<file path="src/rtl/uart_rx_deframer.sv">
// uart_rx_deframer -- 8-bit UART receiver (8N1, or 8E1 when UART_RX_PARITY_EN is defined).
// Synchronises the serial line, detects the start edge, samples every bit at its middle,
// checks the stop bit (and even parity when enabled), and hands each byte to the consumer
// through a valid/ready handshake.
//
// Build option:
//   UART_RX_PARITY_EN  defined   -> a PARITY state sits between DATA and STOP; an even-parity
//                                   mismatch discards the byte and pulses parity_err.
//                      undefined -> 8N1 only; parity_err is tied to 0.
//
// Ports:
//   clk         in   1  system clock, all logic on posedge
//   rst         in   1  synchronous, active-high reset
//   rx          in   1  serial line, idle high, asynchronous to bit timing
//   rx_data     out  8  received byte (LSB first on the line), stable while rx_valid=1
//   rx_valid    out  1  byte available, held until accepted
//   rx_ready    in   1  consumer accepts when rx_valid && rx_ready at a clk edge
//   frame_err   out  1  1-cycle pulse: stop bit sampled 0
//   parity_err  out  1  1-cycle pulse: parity mismatch
//   overrun     out  1  1-cycle pulse: byte completed while the previous one was still pending
//   busy        out  1  high in every state except IDLE
module uart_rx_deframer #(
    parameter int unsigned CLK_FREQ = 12000000,
    parameter int unsigned BAUD     = 9600
) (
    input  logic       clk,
    input  logic       rst,
    input  logic       rx,
    output logic [7:0] rx_data,
    output logic       rx_valid,
    input  logic       rx_ready,
    output logic       frame_err,
    output logic       parity_err,
    output logic       overrun,
    output logic       busy
);
    localparam int unsigned LIM   = CLK_FREQ / BAUD;
    localparam int unsigned HALF  = LIM / 2;
    localparam int unsigned CNT_W = $clog2(LIM);
    localparam logic [CNT_W-1:0] CNT_LAST = CNT_W'(LIM - 1);
    localparam logic [CNT_W-1:0] CNT_MID  = CNT_W'(HALF - 1);

    typedef enum logic [2:0] {
        S_IDLE,
        S_START,
        S_DATA,
        S_PARITY,
        S_STOP
    } state_t;

    state_t           state, state_next;
    logic             rx_meta, rx_s, rx_prev;
    logic             armed;
    logic [CNT_W-1:0] cnt, cnt_next;
    logic [2:0]       bit_idx, bit_next;
    logic [7:0]       shift, shift_next;
    logic             stop_sample;
    logic             parity_bad;

    // Two-flop synchroniser plus one extra stage for falling-edge detection.
    always_ff @(posedge clk) begin
        if (rst) begin
            rx_meta <= 1'b1;
            rx_s    <= 1'b1;
            rx_prev <= 1'b1;
        end else begin
            rx_meta <= rx;
            rx_s    <= rx_meta;
            rx_prev <= rx_s;
        end
    end

    always_comb begin
        state_next  = state;
        cnt_next    = cnt + CNT_W'(1);
        bit_next    = bit_idx;
        shift_next  = shift;
        stop_sample = 1'b0;
        case (state)
            S_IDLE: begin
                cnt_next = '0;
                if (armed && rx_prev && !rx_s)
                    state_next = S_START;
            end
            S_START: begin
                // Half a bit in: a line that is high again was only a glitch.
                if (cnt == CNT_MID) begin
                    cnt_next   = '0;
                    bit_next   = '0;
                    state_next = rx_s ? S_IDLE : S_DATA;
                end
            end
            S_DATA: begin
                if (cnt == CNT_LAST) begin
                    cnt_next            = '0;
                    shift_next[bit_idx] = rx_s;
                    bit_next            = bit_idx + 3'd1;
                    if (bit_idx == 3'd7) begin
`ifdef UART_RX_PARITY_EN
                        state_next = S_PARITY;
`else
                        state_next = S_STOP;
`endif
                    end
                end
            end
            S_PARITY: begin
                if (cnt == CNT_LAST) begin
                    cnt_next   = '0;
                    state_next = S_STOP;
                end
            end
            S_STOP: begin
                // Returning to IDLE at mid-stop lets a back-to-back start edge be caught.
                if (cnt == CNT_LAST) begin
                    cnt_next    = '0;
                    stop_sample = 1'b1;
                    state_next  = S_IDLE;
                end
            end
            default: begin
                cnt_next   = '0;
                state_next = S_IDLE;
            end
        endcase
    end

`ifdef UART_RX_PARITY_EN
    logic par_bit;

    always_ff @(posedge clk) begin
        if (rst)
            par_bit <= 1'b0;
        else if (state == S_PARITY && cnt == CNT_LAST)
            par_bit <= rx_s;
    end

    assign parity_bad = (^shift) != par_bit;
`else
    assign parity_bad = 1'b0;
`endif

    always_ff @(posedge clk) begin
        if (rst) begin
            state   <= S_IDLE;
            cnt     <= '0;
            bit_idx <= '0;
            shift   <= '0;
            armed   <= 1'b0;
        end else begin
            state   <= state_next;
            cnt     <= cnt_next;
            bit_idx <= bit_next;
            shift   <= shift_next;
            // Entering IDLE after a low stop bit leaves the receiver disarmed until the
            // line has been seen high again.
            if (state != S_IDLE && state_next == S_IDLE)
                armed <= rx_s;
            else if (state == S_IDLE)
                armed <= armed | rx_s;
        end
    end

    always_ff @(posedge clk) begin
        if (rst) begin
            rx_data   <= '0;
            rx_valid  <= 1'b0;
            frame_err <= 1'b0;
            overrun   <= 1'b0;
        end else begin
            frame_err <= 1'b0;
            overrun   <= 1'b0;
            if (rx_valid && rx_ready)
                rx_valid <= 1'b0;
            if (stop_sample) begin
                if (!rx_s) begin
                    frame_err <= 1'b1;
                end else if (!parity_bad) begin
                    if (!rx_valid || rx_ready) begin
                        rx_data  <= shift;
                        rx_valid <= 1'b1;
                    end else begin
                        overrun <= 1'b1;
                    end
                end
            end
        end
    end

`ifdef UART_RX_PARITY_EN
    always_ff @(posedge clk) begin
        if (rst)
            parity_err <= 1'b0;
        else
            parity_err <= stop_sample && rx_s && parity_bad;
    end
`else
    assign parity_err = 1'b0;
`endif

    assign busy = (state != S_IDLE);

endmodule

</file>
<file path="config.mk">
export PLATFORM = sky130hd
export DESIGN_NAME = uart_rx_deframer
export DESIGN_NICKNAME = d
export VERILOG_FILES = /design/src/rtl/uart_rx_deframer.sv
export SDC_FILE = /design/constraint.sdc
export NUM_CORES = 1
export LEC_CHECK = 0
export CORE_AREA = 2 2 68 76
export DETAILED_ROUTE_END_ITERATION = 10
export DIE_AREA = 0 0 70 78
export DONT_BUFFER_PORTS = 1
export PLACE_DENSITY_LB_ADDON = 0.08
export SYNTH_ARGS = -nofsm -noshare
export SYNTH_HDL_FRONTEND = slang
export SYNTH_SLANG_ARGS = --single-unit
</file>
<file path="constraint.sdc">
create_clock -name clk -period 2.8 [get_ports clk]
set_input_delay 0.84 -clock clk [delete_from_list [all_inputs] [get_ports clk]]
set_output_delay 0.84 -clock clk [all_outputs]
set_load 0.01 [all_outputs]
</file>
==> flow_summary_export.csv, run 1 <==
group,metric,value,unit
synthesis,netlist.area_leader.share,43.8,%
routing,vias,1290,
routing,ant_nets,0,
clocking,holdBufCountCts,0,
finish,fillers,455,
routing,vias_per_cell,5.12,
timing,max_freq,506,MHz
global_routing,antenna_found_initial,0,
timing,worstMarginPinSlew,0.532,ns
clocking,path_clk_slew,0.08,ns
synthesis,syn_inst,197,
timing,max_slew_margin,64.5,%
synthesis,synthFlopType,"dfxtp_1",
worst_hold_path,min_path_cells,1,
place,dpl_cell_area,1860,um^2
timing,setup-violations-final,0,
worst_hold_path,hold-path-endpoint,"rx_s$_SDFF_PP1_",
finish,syn2layout_area_growth,7.81,%
finish,num-nets-final,204,
pwr,p_leak,0.779,nW
place,port_buffers,0,
finish,drive_gt1_share,11.7,%
global_routing,grt_use_total,13.4,%
clocking,cts.sinks,40,
die,start_util,39.5,%
place,hpwl,2390,um
timing,clock_skew,0.00887,ns
timing,min_period,1.98,ns
place,place_inst,244,
global_routing,grt_max_degree,31,
finish,finalNonFillerCells,252,
critical_path,worstPathRequired,2.97,ns
synthesis,synth_edf_count,0,
run,cap_violations,0,
routing,wirelength,3370,um
clocking,htreeDepth,2,
die,rows,26,
critical_path,critical_path.endpoint_type,"register",
synthesis,ys_warn_count,0,
synthesis,synth_seq_cells,40,
die,fp.dieH,78,um
worst_hold_path,hold_path.class,"register to register",
status,status,"finished clean",
critical_path,r2r_slack,0.82,ns
worst_hold_path,hp-start,"rx_meta$_SDFF_PP1_",
synthesis,synth.yosys.seq_area_share,43.8,%
clocking,cts_buffers,5,
die,dieWidth,70,um
finish,diodes,0,
routing,firstDrtPassIters,4,
die,core,4620,um^2
synthesis,synth_most_common_cell,"dfxtp_1",
synthesis,syn_avg_cell_area,9.27,um^2
clocking,worstSkewPairLatency,0.29,ns
synthesis,synthTopCellsByCount,"40 x dfxtp_1, 35 x nor2_1, 16 x mux2i_1",
place,post-place-ws,0.810,ns
critical_path,worstReg2RegStart,"cnt[7]$_SDFF_PP0_",
clocking,cts_root_buf,"clkbuf_8",
timing,worst_slack,0.824,ns
synthesis,synthArstFlopShare,0,%
global_routing,grt_pass1_wl,5800,um
timing,post-route-period-util,70.6,%
synthesis,syn-num-nets,206,
critical_path,arrival,2.14,ns
critical_path,cp-start-kind,"register",
clocking,cts-resized-gates,0,
timing,tns,0,ns
global_routing,grt_pass1_vias,1239,
finish,post-route-cell-area,1970,um^2
timing,slew_viol_final,0,
synthesis,synth_area_leaders,"dfxtp_1 44%, mux2i_1 8.8%, nor2_1 7.2%, ha_1 3.4%, nand2_1 2.7%",
pwr,p_per_area,536,nW/um^2
die,dieArea,5460,um^2
critical_path,path_class,"register to register",
clocking,cts_max_path_buffers,2,
die,io_pins,17,
critical_path,path_max_fanout,13,
pwr,peakVddDrop,0.000393,V
timing,rsz0062_at_grt,"false",
synthesis,synth_top_area_cell,"dfxtp_1",
synthesis,synth_cell_types,38,
routing,dr.first_iter.drc_count,67,
critical_path,reg2reg_depth,6,
routing,drc,0,
clocking,cts_setup_buffers,0,
timing,finalHoldViolations,0,
critical_path,r2r-end,"cnt[6]$_SDFF_PP0_",
clocking,cts_tree,"done",
routing,wl_per_cell,13.4,um
global_routing,overflow,0,
synthesis,synth_area,1830,um^2
place,gp_congestion,0.748,
how the worst max path moves through the flow:
stage | startpoint | endpoint | slack (ns) | cells past startpoint
after floorplan | state[0]$_SDFF_PP0_ | busy | 1.19 | 3
after global placement | cnt[7]$_SDFF_PP0_ | cnt[5]$_SDFF_PP0_ | 0.83 | 6
after detailed placement | cnt[6]$_SDFF_PP0_ | cnt[9]$_SDFF_PP0_ | 0.81 | 6
after CTS | cnt[7]$_SDFF_PP0_ | cnt[6]$_SDFF_PP0_ | 0.79 | 6
after global routing | cnt[7]$_SDFF_PP0_ | cnt[2]$_SDFF_PP0_ | 0.64 | 6
final | cnt[7]$_SDFF_PP0_ | cnt[6]$_SDFF_PP0_ | 0.82 | 6
power breakdown:
group / leakage [nW] / total, W / switching [W] / internal [W]
logic: 0.402 / 0.0000111 / 0.00000567 / 0.00000541
clock network: 0.0541 / 0.000468 / 0.000204 / 0.000264
registers: 0.323 / 0.000577 / 0.00000495 / 0.000572
total: 0.779 / 0.00106 / 0.000215 / 0.000841
layout by cell type (no fill, tap or decap), types with 4 or more instances in the layout:
cell      Yosys  routed
dfxtp_1      40      40
nor2_1       35      35
mux2i_1      16      16
nand2_1      13      13
nand3_1       9       9
nor3_1        6       6
inv_1         5       5
or2_2         5       5
a21oi_1       5       5
xor2_1        5       5
ha_1          5       5
clkbuf_8      0       5
nor2b_1       4       4
xnor2_1       4       4
area by class of cell:
cell class	count	area [um^2]	area share (%)
Clock inverter	3	42.5	2.16
Inverter	5	18.8	0.953
Clock buffer	5	68.8	3.49
Sequential cell	40	801	40.7
Tap cell	56	70.1	3.56
Timing Repair Buffer	2	15.0	0.762
Multi-Input combinational cell	141	953	48.4
critical path, stage by stage, from the launching register on:
cell and delay, ns:
dfxtp_1 0.43, nand3b_1 0.22, nor4_4 0.24, buf_4 0.24, nand2b_1 0.21, a2bb2oi_2 0.41, nor2_1 0.10
per-stage QoR:
stage	power, W	utilization (%)	hold WS, ns
after floorplan	0.000605	-	0.389
after global placement	0.000601	40.2	0.391
after detailed placement	0.000601	40.2	0.392
after CTS	0.00107	42.6	0.411
after global routing	0.00110	42.6	0.425
final	0.00106	42.6	0.412
layer usage:
| metal | share of wire (%) | vias up | wire length (um) | track usage, % |
|---|---|---|---|---|
| met3 | 4.1 | 6 | 138 | 4.55 |
| met2 | 47 | 18 | 1570 | 20.8 |
| met1 | 48 | 603 | 1600 | 16.9 |
| met4 | 1.7 | 0 | 57 | 5.58 |
| li1 | - | 663 | - | - |
| met5 | 0 | - | 0 | 0 |
sequential cells by signal (all words and copies together) (netlist names):
signal     count
frame_err      1
overrun        1
rx_meta        1
rx_data        8
rx_prev        1
armed          1
cnt           11
bit_idx        3
shift          8
state          3
rx_valid       1
rx_s           1
logic make-up (layout without fill, tap and decap cells):
kind of cell    after synthesis  count (layout)  synth area share, %
other cells                   1               1                0.205
xor+xnor                      9               9                 4.31
buf+inv                      16              15                 3.97
simple gates                 95              95                 29.7
compound gates               15              15                 5.82
fa+ha+maj                     5               5                 3.42
mux                          16              16                 8.77
flops                        40              40                 43.8
No activity file was read; power rests on OpenSTA's default activity.
==> inputs of run 2 (changes only) <==
Clock period 2.8 ns to 1.92 ns, I/O delays scaled along.
==> run 2 against run 1 <==
Count of clock-buffer cells in the layout is 2 higher. Clock skew increased by 0.0011 ns. Worst hold slack got worse by 0.061 ns. Clock power up 58%. Cell area up 2.9%. Via count up 0.23%. Register-to-register slack worse by 0.67 ns. Power up 51%. Largest cell class unchanged.
==> flow_summary_export.csv, run 2 (synthesis results as in run 1) <==
group,metric,value,unit
status,status,"finished clean",
routing,wl_per_cell,13.3,um
clocking,cts_buffers,5,
global_routing,grt_max_degree,31,
place,place_inst,247,
routing,dr.first_iter.drc_count,71,
timing,worstMarginPinSlew,0.572,ns
critical_path,arrival,1.94,ns
timing,rsz0062_at_grt,"false",
finish,mostFrequentLayoutCell,"dfxtp_1",
die,fp.dieH,78,um
global_routing,grt_use_total,13.5,%
critical_path,worstPathRequired,2.10,ns
finish,largest_reg_flops,11,
routing,vias,1293,
finish,finalNonFillerCells,255,
worst_hold_path,hold_path.class,"input port to register",
clocking,cts_max_path_buffers,2,
finish,top_regs,"cnt (11), rx_data (8), shift (8)",
global_routing,overflow,0,
finish,diodes,0,
timing,max_slew_margin,61.8,%
critical_path,critPathMaxStageDelay,0.39,ns
die,core,4620,um^2
timing,setup-violations-final,0,
timing,post-route-period-util,91.9,%
routing,vias_per_cell,5.07,
place,port_buffers,0,
routing,firstDrtPassIters,4,
clocking,cts_root_buf,"clkbuf_8",
timing,min_period,1.76,ns
finish,top_register,"cnt",
timing,slew_viol_final,0,
timing,tns,0,ns
timing,finalHoldViolations,0,
clocking,worstSkewPairLatency,0.29,ns
routing,drc,0,
timing,clock_skew,0.00992,ns
die,dieArea,5460,um^2
global_routing,grt_pass1_vias,1282,
critical_path,crit_slowest_cell,"nor4_4",
place,gp_congestion,0.749,
timing,max_freq,567,MHz
clocking,cts_setup_buffers,0,
clocking,cts_tree,"done",
global_routing,grt_pass1_wl,5900,um
die,rows,26,
pwr,p_leak,0.811,nW
clocking,path_clk_slew,0.08,ns
pwr,peakVddDrop,0.000427,V
finish,fillers,469,
clocking,htreeDepth,2,
pwr,p_per_area,789,nW/um^2
routing,wirelength,3380,um
finish,drive_gt1_share,13.6,%
routing,ant_nets,0,
critical_path,worstPathCellList,"nand4bb_4 -> nor4_4 -> nand2b_1 -> a2bb2oi_2 -> buf_12 -> nor2_1",
finish,most-common-layout-cells,"40 x dfxtp_1, 35 x nor2_1, 16 x mux2i_1",
critical_path,critical_path.endpoint_type,"register",
global_routing,antenna_found_initial,0,
critical_path,cp-start-kind,"register",
clocking,cts.sinks,40,
finish,num-nets-final,207,
finish,syn2layout_area_growth,10.9,%
run,cap_violations,0,
die,dieWidth,70,um
place,hpwl,2400,um
die,start_util,39.5,%
die,io_pins,17,
critical_path,path_max_fanout,11,
clocking,holdBufCountCts,0,
critical_path,path_class,"register to register",
[run 2: where the power goes]
group          internal, W  switching (W)
sequential        0.000834     0.00000757
clock             0.000459       0.000281
combinational   0.00000943     0.00000876
total              0.00130       0.000297
[run 2: layer usage]
layer / global-route usage [%] / part of all wire (%)
met1: 16.8 / 47
met2: 21.2 / 46
met3: 4.55 / 4.8
met4: 5.77 / 2.2
met5: 0 / 0
[run 2: metrics by stage]
stage | total power, W | worst slack [ns] | utilization (%) | cell area [um^2] | hold slack [ns]
after floorplan | 0.000882 | 0.346 | - | 1830 | 0.389
after global placement | 0.000879 | 0.172 | 41.0 | 1890 | 0.391
after detailed placement | 0.000879 | 0.171 | 41.0 | 1890 | 0.394
after CTS | 0.00163 | 0.133 | 43.7 | 2020 | 0.339
after global routing | 0.00167 | 0.0124 | 43.9 | 2030 | 0.331
final | 0.00160 | 0.155 | 43.9 | 2030 | 0.350
[run 2: layout make-up]
class | count | area, um^2 | area share [%]
multi-input cells | 141 | 960 | 47.4
flip-flops and latches | 40 | 801 | 39.5
clock buffers | 7 | 96.3 | 4.76
well taps | 56 | 70.1 | 3.46
repair buffers | 5 | 50.0 | 2.47
clock inverters | 1 | 30.0 | 1.48
inverters | 5 | 18.8 | 0.926
[run 2: final timing paths]
kind,start,to,slack [ns],cells past startpoint
setup reg to reg,cnt[8]$_SDFF_PP0_,cnt[2]$_SDFF_PP0_,0.16,6
hold / removal,rst,state[2]$_SDFF_PP0_,0.35,1
setup / recovery,cnt[8]$_SDFF_PP0_,cnt[2]$_SDFF_PP0_,0.16,6
hold reg to reg,rx_meta$_SDFF_PP1_,rx_s$_SDFF_PP1_,0.41,1
[run 2: timing repair]
item,CTS,global route
endpoints found under the hold margin,0,0
gates resized for setup,0,1
endpoints found under the setup margin,0,10
[run 2: critical path, delay by kind of cell (launching register included)]
family          cells  cell delay (ns)
simple gates        4             0.95
flops               1             0.35
compound gates      1             0.19
buf+inv             1             0.15
==> inputs of run 3 (changes only) <==
Settings changed: CTS_CLUSTER_DIAMETER from default to 40, REMOVE_ABC_BUFFERS from default to 1.
==> run 3 against run 2 <==
First-iteration DRC count is 14% higher. Via count grew 2.9%. Global-route usage grew 1.0 points. Critical endpoint is now rx_data[1]$_SDFFE_PP0P_. Largest power group unchanged. Highest routed layer unchanged.
==> flow_summary_export.csv, run 3 (synthesis results as in run 1) <==
group,metric,value,unit
routing,vias_per_cell,5.10,
routing,dr.first_iter.drc_count,81,
worst_hold_path,hold_path.class,"input port to register",
finish,num-nets-final,213,
critical_path,crit_buf_inv,1,
timing,slew_viol_final,0,
clocking,cts.sinks,40,
timing,post-route-period-util,92.5,%
critical_path,arrival,1.97,ns
place,port_buffers,0,
routing,vias,1331,
critical_path,cp-start-kind,"register",
routing,wl_per_cell,13.8,um
finish,largest_reg_flops,11,
critical_path,critPathMaxStageDelay,0.40,ns
die,rows,26,
critical_path,path_class,"register to register",
global_routing,grt_use_total,14.5,%
pwr,p_per_area,763,nW/um^2
timing,min_period,1.78,ns
die,start_util,39.5,%
worst_hold_path,hp-start,"rst",
status,status,"finished clean",
timing,finalHoldViolations,0,
clocking,worstSkewPairLatency,0.30,ns
critical_path,worstPathRequired,2.12,ns
finish,most-common-layout-cells,"38 x dfxtp_1, 35 x nor2_1, 16 x mux2i_1",
finish,fin_util,45.0,%
worst_hold_path,min_path_cells,1,
routing,wirelength,3600,um
finish,mostFrequentLayoutCell,"dfxtp_1",
place,post-place-ws,0.113,ns
pwr,p_leak,0.844,nW
die,dieArea,5460,um^2
critical_path,path_max_fanout,8,
finish,syn2layout_area_growth,13.9,%
timing,tns,0,ns
timing,rsz0062_at_grt,"false",
global_routing,grt_pass1_wl,6160,um
critical_path,worstReg2RegStart,"cnt[8]$_SDFF_PP0_",
critical_path,reg2reg_depth,6,
timing,clock_skew,0.00347,ns
routing,ant_nets,0,
routing,firstDrtPassIters,4,
critical_path,cp-startpoint,"cnt[8]$_SDFF_PP0_",
routing,drc,0,
finish,top_regs,"cnt (11), rx_data (8), shift (8)",
clocking,path_clk_slew,0.08,ns
finish,top_register,"cnt",
finish,fillers,456,
die,core,4620,um^2
clocking,cts_tree,"done",
pwr,peakVddDrop,0.000351,V
clocking,cts_max_path_buffers,2,
die,fp.dieH,78,um
run,cap_violations,0,
timing,max_freq,563,MHz
place,gp_congestion,0.859,
die,dieWidth,70,um
place,hpwl,2610,um
global_routing,antenna_found_initial,0,
die,io_pins,17,
clocking,htreeDepth,2,
pwr,finalPower,0.00159,W
timing,setup-violations-final,0,
clocking,cts_buffers,5,
finish,diodes,0,
critical_path,critical_path.endpoint_type,"register",
global_routing,grt_max_degree,31,
finish,drive_gt1_share,17.6,%
critical_path,critPathTopFamily,"simple AND/OR/NAND/NOR gates",
global_routing,overflow,0,
global_routing,grt_pass1_vias,1253,
timing,worst_slack,0.143,ns
critical_path,crit_cells,6,
clocking,cts_root_buf,"clkbuf_8",
timing,hold_ws,0.340,ns
critical_path,crit_slowest_cell,"nor4_4",
critical_path,worstPathCellList,"nand4bb_4 -> nor4_4 -> buf_12 -> nand4_4 -> mux2i_1 -> nor2_1",
-- run 3: changes by cell type in the layout (fill, tap and decap cells not counted), sizes merged --
cell	previous run	this run
buf	5	11
clkbuf	7	6
clkinv	0	1
-- run 3: path summary, 6_finish.rpt --
check | endpoint | slack, ns
setup / recovery | rx_data[1]$_SDFFE_PP0P_ | 0.14
hold reg to reg | rx_s$_SDFF_PP1_ | 0.41
hold / removal | state[2]$_SDFF_PP0_ | 0.34
setup reg to reg | rx_data[1]$_SDFFE_PP0P_ | 0.14
-- run 3: where the power goes --
group | leakage (nW) | switching, W | internal (W)
registers | 0.324 | 0.00000600 | 0.000834
logic | 0.458 | 0.0000104 | 0.0000104
clock network | 0.0614 | 0.000302 | 0.000425
total | 0.844 | 0.000318 | 0.00127
-- run 3: metal layers --
layer	vias up	global-route usage, %	part of all wire, %
met5	-	0	0
met4	0	6.92	2.5
met3	9	5.32	4.5
met2	24	21.2	46
met1	616	18.8	47
li1	682	-	-
-- run 3: layout make-up --
class	count	area (um^2)	share of cell area, %
repair buffers	11	108	5.17
multi-input cells	141	960	46.1
flip-flops and latches	40	803	38.6
clock buffers	6	82.6	3.97
inverters	5	18.8	0.902
clock inverters	2	38.8	1.86
well taps	56	70.1	3.37
-- run 3: timing repair --
item                       CTS  global route
setup endpoints to repair    0            14
resized for setup            0             4
hold buffers                 0             0
setup buffers                0             4
-- run 3: metrics by stage --
step                area [um^2]  cells
global placement           1920    249
CTS                        2040    257
finish                     2080    261
floorplan                  1770    186
detailed placement         1920    249
global route               2080    261
